<file path="config.mk">
export PLATFORM = sky130hd
export DESIGN_NAME = if_fetch_queue_flat
export DESIGN_NICKNAME = d
export VERILOG_FILES = /design/src/rtl/if_fetch_queue_if.sv /design/src/rtl/if_fetch_queue.sv /design/src/flat_wrapper.sv
export SDC_FILE = /design/constraint.sdc
export NUM_CORES = 1
export LEC_CHECK = 0
export ABC_CLOCK_PERIOD_IN_PS = 11800
export CAP_MARGIN = 0
export CELL_PAD_IN_SITES_DETAIL_PLACEMENT = 0
export CELL_PAD_IN_SITES_GLOBAL_PLACEMENT = 1
export CORE_ASPECT_RATIO = 1.75
export CORE_UTILIZATION = 35
export DETAILED_ROUTE_END_ITERATION = 8
export GPL_TIMING_DRIVEN = 0
export PLACE_DENSITY = 0.73
export SYNTH_ARGS = -nofsm -noshare
export SYNTH_HDL_FRONTEND = slang
export SYNTH_SLANG_ARGS = --single-unit
</file>
<file path="constraint.sdc">
create_clock -name clk -period 11.8 [get_ports clk]
set_input_delay 3.54 -clock clk [delete_from_list [all_inputs] [get_ports clk]]
set_output_delay 3.54 -clock clk [all_outputs]
set_load 0.05 [all_outputs]
</file>
<file path="src/rtl/if_fetch_queue_if.sv">
// Fetch-stage bundle: PC input, flush, instruction-memory request/response
// and the valid/ready path toward decode.
interface if_fetch_queue_if #(
  parameter int XLEN = 32
);
  logic            flush;
  logic [XLEN-1:0] pc_in;
  logic            im_req;
  logic [XLEN-1:0] im_addr;
  logic            im_gnt;
  logic            im_rvalid;
  logic [XLEN-1:0] im_rdata;
  logic            im_stall;
  logic            id_valid;
  logic [XLEN-1:0] id_pc;
  logic [XLEN-1:0] id_instr;
  logic            id_ready;

  modport master (
    input  pc_in, flush, im_gnt, im_rvalid, im_rdata, id_ready,
    output im_req, im_addr, im_stall, id_valid, id_pc, id_instr
  );

  modport slave (
    output pc_in, flush, im_gnt, im_rvalid, im_rdata, id_ready,
    input  im_req, im_addr, im_stall, id_valid, id_pc, id_instr
  );
endinterface

</file>
<file path="src/rtl/if_fetch_queue.sv">
// Instruction fetch stage: one outstanding memory request at a time, returned
// instructions buffered with their PC in a small FIFO toward decode.
module if_fetch_queue #(
  parameter int DEPTH = 2,
  parameter int XLEN  = 32
) (
  input  logic               clk,
  input  logic               reset,
  if_fetch_queue_if.master   bus
);
  localparam int AW = $clog2(DEPTH);
  localparam int CW = AW + 1;

  typedef enum logic {
    S_REQ  = 1'b0,
    S_WAIT = 1'b1
  } state_e;

  state_e          r_state;
  logic            r_drop;
  logic [XLEN-1:0] r_addr_q;
  logic [AW-1:0]   r_wr_ptr;
  logic [AW-1:0]   r_rd_ptr;
  logic [CW-1:0]   r_count;
  logic [XLEN-1:0] r_pc_mem    [DEPTH];
  logic [XLEN-1:0] r_instr_mem [DEPTH];

  logic w_space;
  logic w_req;
  logic w_issue;
  logic w_push;
  logic w_pop;
  logic w_valid;

  // Nothing is outstanding in REQ, so the count alone decides whether a
  // returning instruction is guaranteed a free slot.
  assign w_space = (r_count < CW'(DEPTH));
  assign w_req   = reset && (r_state == S_REQ) && !bus.flush && w_space;
  assign w_issue = w_req && bus.im_gnt;
  assign w_valid = (r_count != '0);
  assign w_push  = (r_state == S_WAIT) && bus.im_rvalid && !r_drop && !bus.flush;
  assign w_pop   = w_valid && bus.id_ready && !bus.flush;

  assign bus.im_req   = w_req;
  assign bus.im_addr  = w_req ? bus.pc_in : r_addr_q;
  assign bus.im_stall = !w_issue;
  assign bus.id_valid = w_valid;
  // Head data reads as zero while empty so storage contents never leak out.
  assign bus.id_pc    = w_valid ? r_pc_mem[r_rd_ptr]    : '0;
  assign bus.id_instr = w_valid ? r_instr_mem[r_rd_ptr] : '0;

  // NOTE: sequential state uses non-blocking assignments so every register
  // samples pre-edge values regardless of statement order.
  always_ff @(posedge clk or negedge reset) begin
    if (!reset) begin
      r_state  <= S_REQ;
      r_drop   <= 1'b0;
      r_addr_q <= '0;
    end else begin
      case (r_state)
        S_REQ: begin
          if (w_issue) begin
            r_addr_q <= bus.pc_in;
            r_state  <= S_WAIT;
          end
        end
        S_WAIT: begin
          if (bus.im_rvalid) begin
            r_drop  <= 1'b0;
            r_state <= S_REQ;
          end else if (bus.flush) begin
            r_drop  <= 1'b1;
          end
        end
        default: r_state <= S_REQ;
      endcase
    end
  end

  always_ff @(posedge clk or negedge reset) begin
    if (!reset) begin
      r_wr_ptr <= '0;
      r_rd_ptr <= '0;
      r_count  <= '0;
    end else if (bus.flush) begin
      r_wr_ptr <= '0;
      r_rd_ptr <= '0;
      r_count  <= '0;
    end else begin
      if (w_push) r_wr_ptr <= r_wr_ptr + AW'(1);
      if (w_pop)  r_rd_ptr <= r_rd_ptr + AW'(1);
      case ({w_push, w_pop})
        2'b10:   r_count <= r_count + CW'(1);
        2'b01:   r_count <= r_count - CW'(1);
        default: r_count <= r_count;
      endcase
    end
  end

  // NOTE: the storage array has no reset; entries are only observable once
  // written, and leaving it unreset lets it map onto plain flops or RAM.
  always_ff @(posedge clk) begin
    if (w_push) begin
      r_pc_mem[r_wr_ptr]    <= r_addr_q;
      r_instr_mem[r_wr_ptr] <= bus.im_rdata;
    end
  end
endmodule

</file>
<file path="src/flat_wrapper.sv">
// flat-port wrapper written by rule: the top's interface ports become plain ports
module if_fetch_queue_flat 
#(
  parameter int DEPTH = 2,
  parameter int XLEN  = 32
)
  (clk, reset, bus_pc_in, bus_flush, bus_im_gnt, bus_im_rvalid, bus_im_rdata, bus_id_ready, bus_im_req, bus_im_addr, bus_im_stall, bus_id_valid, bus_id_pc, bus_id_instr);
  if_fetch_queue_if #(.XLEN(XLEN)) bus_i ();
  input  logic clk;
  input  logic reset;
  input wire logic [$bits(bus_i.pc_in)-1:0] bus_pc_in;
  input wire logic [$bits(bus_i.flush)-1:0] bus_flush;
  input wire logic [$bits(bus_i.im_gnt)-1:0] bus_im_gnt;
  input wire logic [$bits(bus_i.im_rvalid)-1:0] bus_im_rvalid;
  input wire logic [$bits(bus_i.im_rdata)-1:0] bus_im_rdata;
  input wire logic [$bits(bus_i.id_ready)-1:0] bus_id_ready;
  output wire logic [$bits(bus_i.im_req)-1:0] bus_im_req;
  output wire logic [$bits(bus_i.im_addr)-1:0] bus_im_addr;
  output wire logic [$bits(bus_i.im_stall)-1:0] bus_im_stall;
  output wire logic [$bits(bus_i.id_valid)-1:0] bus_id_valid;
  output wire logic [$bits(bus_i.id_pc)-1:0] bus_id_pc;
  output wire logic [$bits(bus_i.id_instr)-1:0] bus_id_instr;
  assign bus_i.pc_in = bus_pc_in;
  assign bus_i.flush = bus_flush;
  assign bus_i.im_gnt = bus_im_gnt;
  assign bus_i.im_rvalid = bus_im_rvalid;
  assign bus_i.im_rdata = bus_im_rdata;
  assign bus_i.id_ready = bus_id_ready;
  assign bus_im_req = bus_i.im_req;
  assign bus_im_addr = bus_i.im_addr;
  assign bus_im_stall = bus_i.im_stall;
  assign bus_id_valid = bus_i.id_valid;
  assign bus_id_pc = bus_i.id_pc;
  assign bus_id_instr = bus_i.id_instr;
  if_fetch_queue #(.DEPTH(DEPTH), .XLEN(XLEN)) u_core (.clk(clk), .reset(reset), .bus(bus_i));
endmodule
</file>
# Word level (Yosys, flattened, before mapping)

Memories as Yosys holds them, arrays and structs flattened.
Cells that the tools add are included.

Bits in registers: 38
RAM bits: 128
Output and inout port bits: 99
Word-level logic and storage cells: 51
Memories: 2

Add/subtract/negate cells: 4
Order comparisons: 1
Eq/ne operators: 2
Multiplexer cells: 16
Bitwise operators: 1
Reductions and logical operators: 19

Memories:

| name               | depth | width | read ports | clocked after Yosys merged registers in | wr ports | RTL line             | text |
|---|---|---|---|---|---|---|---|
| u_core.r_instr_mem | 2     | 32    | 1          | 0                                       | 1        | if_fetch_queue.sv:26 | `logic [XLEN-1:0] r_instr_mem [DEPTH];` |
| u_core.r_pc_mem    | 2     | 32    | 1          | 0                                       | 1        | if_fetch_queue.sv:25 | `logic [XLEN-1:0] r_pc_mem [DEPTH];` |

Operators with widths:

| cell                                                                | number |
|---|---|
| 32-bit 2-to-1 mux                                                   | 3 |
| 1-bit 2-to-1 mux                                                    | 10 |
| 1-bit logical AND                                                   | 9 |
| 2-bit nonzero test                                                  | 4 |
| 2-bit case mux with 2 select lines                                  | 1 |
| 2-bit AND reduction                                                 | 2 |
| 1-bit zero test                                                     | 3 |
| 3-bit nonzero test                                                  | 1 |
| 1-bit adder (second input constant)                                 | 2 |
| 2-bit by 1-bit adder with 2-bit output (second input constant)      | 1 |
| 2-bit by 1-bit == test with 1-bit output (second input constant)    | 1 |
| 2-bit == test (second input constant)                               | 1 |
| 2-bit less-than comparator (second input constant)                  | 1 |
| 2-bit 2-to-1 mux                                                    | 1 |
| 1-bit case mux with 2 select lines                                  | 1 |
| 2-bit by 1-bit subtractor with 2-bit output (second input constant) | 1 |
| 1-bit NOT                                                           | 1 |

# Logic depth before layout (Yosys ltp)

Gate-level depths: netlist of run 1.

Depth in word-level cells: 7
Depth in mapped cells: 4

# Least setup slack after synthesis of run 1

Ideal clock, no wire load.

Path kind: input to output
Start point: input bus_flush
End point: output bus_im_addr[0]
Arrival time: 4.868 ns
Slack: 3.392 ns
Stages on the path: 3
Cells stage by stage: nor4b_4 -> buf_2 -> mux2_2

Longest elaborated chain between the ends: 4

RTL lines:

| item                            | RTL line             | text |
|---|---|---|
| from (decl)                     | flat_wrapper.sv:12   | `input wire logic [$bits(bus_i.flush)-1:0] bus_flush;` |
| 1-bit zero test                 | if_fetch_queue.sv:38 | `assign w_req = reset && (r_state == S_REQ) && !bus.flush && w_space;` |
| 1-bit logical AND (2 in series) | if_fetch_queue.sv:38 |  |
| via bus_im_req                  | flat_wrapper.sv:17   | `output wire logic [$bits(bus_i.im_req)-1:0] bus_im_req;` |
| 32-bit 2-to-1 mux               | if_fetch_queue.sv:45 | `assign bus.im_addr = w_req ? bus.pc_in : r_addr_q;` |
| to (decl)                       | flat_wrapper.sv:18   | `output wire logic [$bits(bus_i.im_addr)-1:0] bus_im_addr;` |

The timed path passes the listed nets, and every way through them passes these cells.

# Worst setup path after layout of run 1

Start point: input reset
End point: output bus_im_addr[23]

Longest elaborated chain between the ends: 4

RTL lines:

| item                            | RTL line             | text |
|---|---|---|
| from (decl)                     | flat_wrapper.sv:10   | `input logic reset;` |
| 1-bit logical AND (3 in series) | if_fetch_queue.sv:38 |  |
| 32-bit 2-to-1 mux               | if_fetch_queue.sv:45 |  |

No other way between the ends.

==> flow_summary.json, run 1 <==
{
  "outcome": "finished clean",
  "hold_slack_ns": 0.486,
  "design_area_um2": 9320,
  "cts_sinks": 166,
  "vias": 3939,
  "final_cells": 850,
  "drt-wirelength-per-cell_um": 17.3,
  "drc_errors": 0,
  "dpl_worst_slack_ns": 1.92,
  "tns_ns": 0,
  "synthMuxAreaShare_pct": 20.7,
  "cts_made_buffers": 17,
  "synth_top_family_by_area": "multiplexers",
  "fmax_mhz": 102,
  "post_cts.repair.setup_buffers": 0,
  "ant_nets": 0,
  "area_delta_synth_final_pct": 39.9,
  "rows": 66,
  "cp_data_arrival_time_ns": 6.25,
  "track_usage_pct": 15.5,
  "cts_hold_buf": 0,
  "cp.required_ns": 8.26,
  "drive_gt1_share_pct": 14.4,
  "pin_count": 169,
  "rsz0062_at_grt": "false",
  "grt_antenna_before_repair": 1,
  "finalPower_mw": 1.51,
  "synth-compound-area-share_pct": 0.507,
  "hold_path_depth": 0,
  "layout_setup_ws_ns": 2.01,
  "utilization_pct": 50.2,
  "io_buffers": 168,
  "crit_path_end_kind": "output port",
  "synth-xor-area-share_pct": 0.263,
  "synth.distinct_cells": 23,
  "hold_viol": 0,
  "worstPathMaxFanout": 22,
  "avgSynthCellArea_um2": 16.4,
  "grt_max_degree": 30,
  "drv_slew": 0,
  "tightest_slew_ns": 0.724,
  "post_cts_resized": 0,
  "final-setup-viol-count": 0,
  "die-area_um2": 19600,
  "cap_violations": 0,
  "drtIter0Drc": 96,
  "postRouteWirelength_um": 14700,
  "post-route-min-period_ns": 9.79,
  "die_h_um": 185,
  "peakVddDrop_v": 0.000100,
  "seq_area_frac_synth_pct": 72.0,
  "slew_headroom_pct": 51.7,
  "cp_slowest_cell": "clkdlybuf4s50_1",
  "worstSetupPathType": "in2out",
  "ys_ff_latch": 166,
  "ys_warn_count": 0,
  "yosysTopAreaCell": "edfxtp_1",
  "syn_nets": 476,
  "powerDensity_nw_per_um2": 161,
  "synthTopCellsByArea": "edfxtp_1 58%, dfrtp_1 14%, mux2i_1 9.9%",
  "dpl.cell_count": 817,
  "p_leak_nw": 3.15,
  "hp-class": "reg2reg",
  "min_period_over_period_pct": 82.9,
  "coreArea_um2": 18600,
  "crit_path_start_kind": "primary input",
  "grt_pass1_vias": 4247,
  "cts_root_buffer": "clkbuf_16",
  "netlist_area_um2": 6660,
  "vias_per_cell": 4.63,
  "placed_area_um2": 8760,
  "cp_common_cell": "buf_2",
  "grt_pass1_wl_um": 22400,
  "die_w_um": 106,
  "clk_latency_ns": 0.41,
  "yosys.area_share.simple_pct": 4.98,
  "finalClockSkew_ns": 0.0141,
  "reg2reg_depth": 5,
  "hpwl_um": 10700,
  "grt.overflow.total": 0,
  "worstPathCellList": "buf_2 -> buf_16 -> nor4b_4 -> buf_2 -> mux2_2 -> clkdlybuf4s50_1",
  "gp_congestion": 0.801,
  "yosysTopAreaCellShare_pct": 57.7,
  "netlist_instances": 406,
  "nets": 668,
  "synth_adder_area_share_pct": 0,
  "cpPeakStageDelay_ns": 0.71,
  "h-tree-depth": 4,
  "path_clk_slew_ns": 0.07,
  "cts_tree": "built",
  "initial_core_util_pct": 35.9,
  "clk_path_buf_depth": 2,
  "dr.pass1.iters": 4
}
-- worst paths after layout --
check                                    startpoint                   endpoint  slack, ns
worst max-delay path                          reset            bus_im_addr[23]       2.01
worst min-delay path            u_core.r_addr_q[26]     u_core.r_pc_mem[0][26]       0.49
worst max register to register       u_core.r_state  u_core.r_instr_mem[0][22]       9.44
worst min register to register  u_core.r_addr_q[26]     u_core.r_pc_mem[0][26]       0.49
max in group asynchronous                     reset          u_core.r_count[0]       8.17
min in group asynchronous                     reset        u_core.r_addr_q[29]       3.12
-- report_power, final --
group | internal [mW] | switching [mW] | leakage [nW] | total, mW
Sequential | 0.677 | 0.0275 | 1.61 | 0.705
Combinational | 0.114 | 0.165 | 1.27 | 0.279
Clock | 0.292 | 0.229 | 0.265 | 0.521
Total | 1.08 | 0.422 | 3.15 | 1.51
-- worst max-delay path, delay by kind of cell --
family                 cells  cell delay [ns]
AND/OR/NAND/NOR            1             0.46
buffers and inverters      4             1.83
multiplexers               1             0.39
-- layer usage --
| metal | GRT usage [%] | part of all wire, % |
|---|---|---|
| met1 | 16.3 | 37 |
| met2 | 29.2 | 57 |
| met3 | 3.11 | 4.0 |
| met4 | 6.72 | 1.7 |
| met5 | 0 | 0 |
-- synth_stat cells --
cell and number:
nor4bb_1 1, inv_1 4, xor2_1 1, dfrtp_1 38
buf_2 11, a21oi_1 2, nand2b_1 1, nand3b_1 1
mux2i_1 66, a31oi_1 1, mux2_2 36, or2_2 1
nor2_1 69, o21bai_1 1, edfxtp_1 128, xnor2_1 1
nand2_2 1, mux2_1 28, nand2_1 2, nor4b_4 1
clkbuf_1 9, o21ai_0 2, nor3_1 1
-- logic make-up (layout without fill, tap and decap cells) --
family	Yosys count	count (layout)
XOR/XNOR	2	2
other	0	1
AO/OA/AOI/OAI	6	6
AND/OR/NAND/NOR	78	78
buffers and inverters	24	229
flip-flops	166	166
multiplexers	130	130
-- state kept, by name, summed over array words and instances (netlist names) --
| signal | count |
|---|---|
| u_core.r_count | 2 |
| u_core.r_addr_q | 32 |
| u_core.r_pc_mem | 64 |
| u_core.r_wr_ptr | 1 |
| u_core.r_drop | 1 |
| u_core.r_state | 1 |
| u_core.r_instr_mem | 64 |
| u_core.r_rd_ptr | 1 |
-- cell usage in the layout, fill, tap and decap left out, types with 2 or more instances in the layout --
master           netlist  final
a21oi_1                2      2
clkinvlp_4             0      4
mux2i_1               66     66
dfrtp_1               38     38
inv_4                  0      2
nor2_1                69     67
buf_2                 11     12
inv_1                  4      4
o21ai_0                2      2
mux2_1                28     28
nor2_4                 0      2
edfxtp_1             128    128
clkdlybuf4s50_1        0    167
mux2_2                36     36
clkbuf_16              0     18
buf_12                 0      4
nand2_1                2      2
clkbuf_1               9     11
inv_6                  0      4
-- cell type report --
class / instances / area, um^2
fillers: 1634 / 9260
flip-flops and latches: 166 / 4790
repair buffers: 173 / 1780
multi-input cells: 216 / 1780
clock buffers: 21 / 472
well taps: 238 / 298
clock inverters: 11 / 88.8
plain buffers: 20 / 88.8
inverters: 4 / 15.0
diodes: 1 / 2.50
Power figures use the tool's default switching activity.
==> inputs of run 2 (changes only) <==
--- a/config.mk
+++ b/config.mk
@@ -5,7 +5,7 @@
 export SDC_FILE = /design/constraint.sdc
 export NUM_CORES = 1
 export LEC_CHECK = 0
-export ABC_CLOCK_PERIOD_IN_PS = 11800
+export ABC_CLOCK_PERIOD_IN_PS = 10200
 export CAP_MARGIN = 0
 export CELL_PAD_IN_SITES_DETAIL_PLACEMENT = 0
 export CELL_PAD_IN_SITES_GLOBAL_PLACEMENT = 1
==> constraint.sdc (replaced) <==
create_clock -name clk -period 10.2 [get_ports clk]
set_input_delay 3.06 -clock clk [delete_from_list [all_inputs] [get_ports clk]]
set_output_delay 3.06 -clock clk [all_outputs]
set_load 0.05 [all_outputs]
==> results of run 2 <==
The final DEF is identical to that of run 1. Status: finished clean.
Main changes from that run: setup slack after placement 1.92 ns -> 1.28 ns; setup slack after layout 2.01 ns -> 1.37 ns; register-to-register setup slack 9.44 ns -> 7.84 ns; total power 1.51 mW -> 1.74 mW; worst IR drop on VDD 0.000100 V -> 0.000116 V
==> inputs of run 3 (changes only) <==
--- a/config.mk
+++ b/config.mk
@@ -6,14 +6,14 @@
 export NUM_CORES = 1
 export LEC_CHECK = 0
 export ABC_CLOCK_PERIOD_IN_PS = 10200
-export CAP_MARGIN = 0
+export CAP_MARGIN = 15
 export CELL_PAD_IN_SITES_DETAIL_PLACEMENT = 0
 export CELL_PAD_IN_SITES_GLOBAL_PLACEMENT = 1
 export CORE_ASPECT_RATIO = 1.75
 export CORE_UTILIZATION = 35
 export DETAILED_ROUTE_END_ITERATION = 8
 export GPL_TIMING_DRIVEN = 0
-export PLACE_DENSITY = 0.73
+export PLACE_DENSITY = 0.8
 export SYNTH_ARGS = -nofsm -noshare
 export SYNTH_HDL_FRONTEND = slang
 export SYNTH_SLANG_ARGS = --single-unit
==> flow_summary.json, run 3 (synthesis results as in run 1) <==
{
  "outcome": "finished clean",
  "rsz0062_at_grt": "false",
  "die-area_um2": 19600,
  "die_w_um": 106,
  "tightest_slew_ns": 0.749,
  "layout_top_registers": "u_core.r_instr_mem (64), u_core.r_pc_mem (64), u_core.r_addr_q (32)",
  "worstSetupPathType": "in2out",
  "final_cells": 849,
  "post_cts_resized": 0,
  "track_usage_pct": 15.7,
  "grt_max_degree": 33,
  "placed_area_um2": 8750,
  "grt.overflow.total": 0,
  "slew_headroom_pct": 50.1,
  "clk_latency_ns": 0.42,
  "ant_nets": 0,
  "grt_antenna_before_repair": 0,
  "cts_root_buffer": "clkbuf_16",
  "cts_hold_buf": 0,
  "drt-wirelength-per-cell_um": 17.3,
  "cp.required_ns": 7.14,
  "cp.buffers_inverters": 3,
  "io_buffers": 168,
  "cts_tree": "built",
  "gp_congestion": 0.705,
  "cp_slowest_cell": "clkdlybuf4s50_1",
  "min_period_over_period_pct": 86.2,
  "initial_core_util_pct": 35.9,
  "antennaDiodeCount": 0,
  "final_common_cell": "clkdlybuf4s50_1",
  "cts_made_buffers": 17,
  "hp-class": "reg2reg",
  "finalClockSkew_ns": 0.0109,
  "area_delta_synth_final_pct": 39.7,
  "p_leak_nw": 3.15,
  "drc_errors": 0,
  "path_clk_slew_ns": 0.06,
  "grt_pass1_vias": 4340,
  "pin_count": 169,
  "powerDensity_nw_per_um2": 187,
  "post_cts.repair.setup_buffers": 0,
  "die_h_um": 185,
  "hold_viol": 0,
  "design_area_um2": 9310,
  "cp_common_cell": "clkdlybuf4s50_1",
  "cp_data_arrival_time_ns": 5.74,
  "drv_slew": 0,
  "cpPeakStageDelay_ns": 0.73,
  "coreArea_um2": 18600,
  "regToRegSetupSlack_ns": 8.22,
  "grt_pass1_wl_um": 22500,
  "crit_family": "buffers and inverters",
  "worstPathMaxFanout": 10,
  "final_cell_mix": "167 x clkdlybuf4s50_1, 128 x edfxtp_1, 67 x nor2_1",
  "postRouteWirelength_um": 14700,
  "dpl.cell_count": 817,
  "drive_gt1_share_pct": 14.4,
  "cts_sinks": 166,
  "hpwl_um": 10600,
  "rows": 66,
  "dr.pass1.iters": 4,
  "peakVddDrop_v": 0.0000962,
  "vias": 3980,
  "crit_path_start_kind": "primary input",
  "nets": 668,
  "worstPathCellList": "clkdlybuf4s50_1 -> nor4b_4 -> buf_2 -> mux2_2 -> clkdlybuf4s50_1",
  "drtIter0Drc": 126,
  "cap_violations": 0,
  "clk_path_buf_depth": 2,
  "filler_cell_count": 1590,
  "h-tree-depth": 4,
  "post-route-min-period_ns": 8.80,
  "crit_path_end_kind": "output port",
  "fmax_mhz": 114,
  "final-setup-viol-count": 0,
  "vias_per_cell": 4.69
}
==> run 3: cell count changes in the layout (fill, tap and decap cells not counted), sizes merged <==
cell / previous run / this run
clkinv: 0 / 6
clkbuf: 30 / 27
clkinvlp: 4 / 2
inv: 11 / 9
bufinv: 0 / 1
diode: 1 / 0
==> run 3: worst paths after layout <==
check | from | end | depth (start not counted)
max | bus_flush | bus_im_addr[27] | 5
min | u_core.r_addr_q[11] | u_core.r_pc_mem[1][11] | 0
max reg2reg | u_core.r_count[1] | u_core.r_addr_q[22] | 4
min reg2reg | u_core.r_addr_q[11] | u_core.r_pc_mem[1][11] | 0
max in group asynchronous | reset | u_core.r_count[1] | 2
min in group asynchronous | reset | u_core.r_addr_q[27] | 1
==> run 3: worst reg2reg max path, delay by kind of cell, from the launching register on <==
| family | cells | cell delay (ns) |
|---|---|---|
| multiplexers | 1 | 0.35 |
| AND/OR/NAND/NOR | 2 | 0.80 |
| buffers and inverters | 1 | 0.27 |
| flip-flops | 1 | 0.46 |
==> run 3: final cells by class <==
class	instances	area, um^2	area share (%)
Buffer	20	88.8	0.955
Clock buffer	18	429	4.61
Clock inverter	14	125	1.34
Inverter	4	15.0	0.161
Multi-Input combinational cell	216	1780	19.1
Sequential cell	166	4790	51.5
Tap cell	238	298	3.20
Timing Repair Buffer	173	1780	19.1
==> run 3: per-layer routing <==
| metal | global-route usage, % | vias to the layer above | part of all wire (%) |
|---|---|---|---|
| met5 | 0 | - | 0 |
| li1 | - | 1878 | - |
| met1 | 15.7 | 1969 | 38 |
| met3 | 3.75 | 19 | 3.9 |
| met4 | 6.89 | 0 | 2.0 |
| met2 | 29.9 | 114 | 57 |
==> run 3: stage by stage <==
step                power (mW)  setup slack (ns)  util, %  setup TNS, ns  hold slack [ns]
finish                    1.74              1.40     50.1              0            0.496
global route              1.81              1.27     50.1              0            0.509
CTS                       1.76              1.33     50.1              0            0.495
detailed placement        1.15              1.34     47.1              0            0.477
global placement          1.14            -0.115     46.5          -1.29            0.464
floorplan                 1.03              2.75        -              0            0.454
==> run 3: power by group <==
part	internal (mW)	leakage, nW	switching (mW)
Combinational	0.131	1.26	0.191
Sequential	0.784	1.61	0.0324
Clock	0.338	0.269	0.262
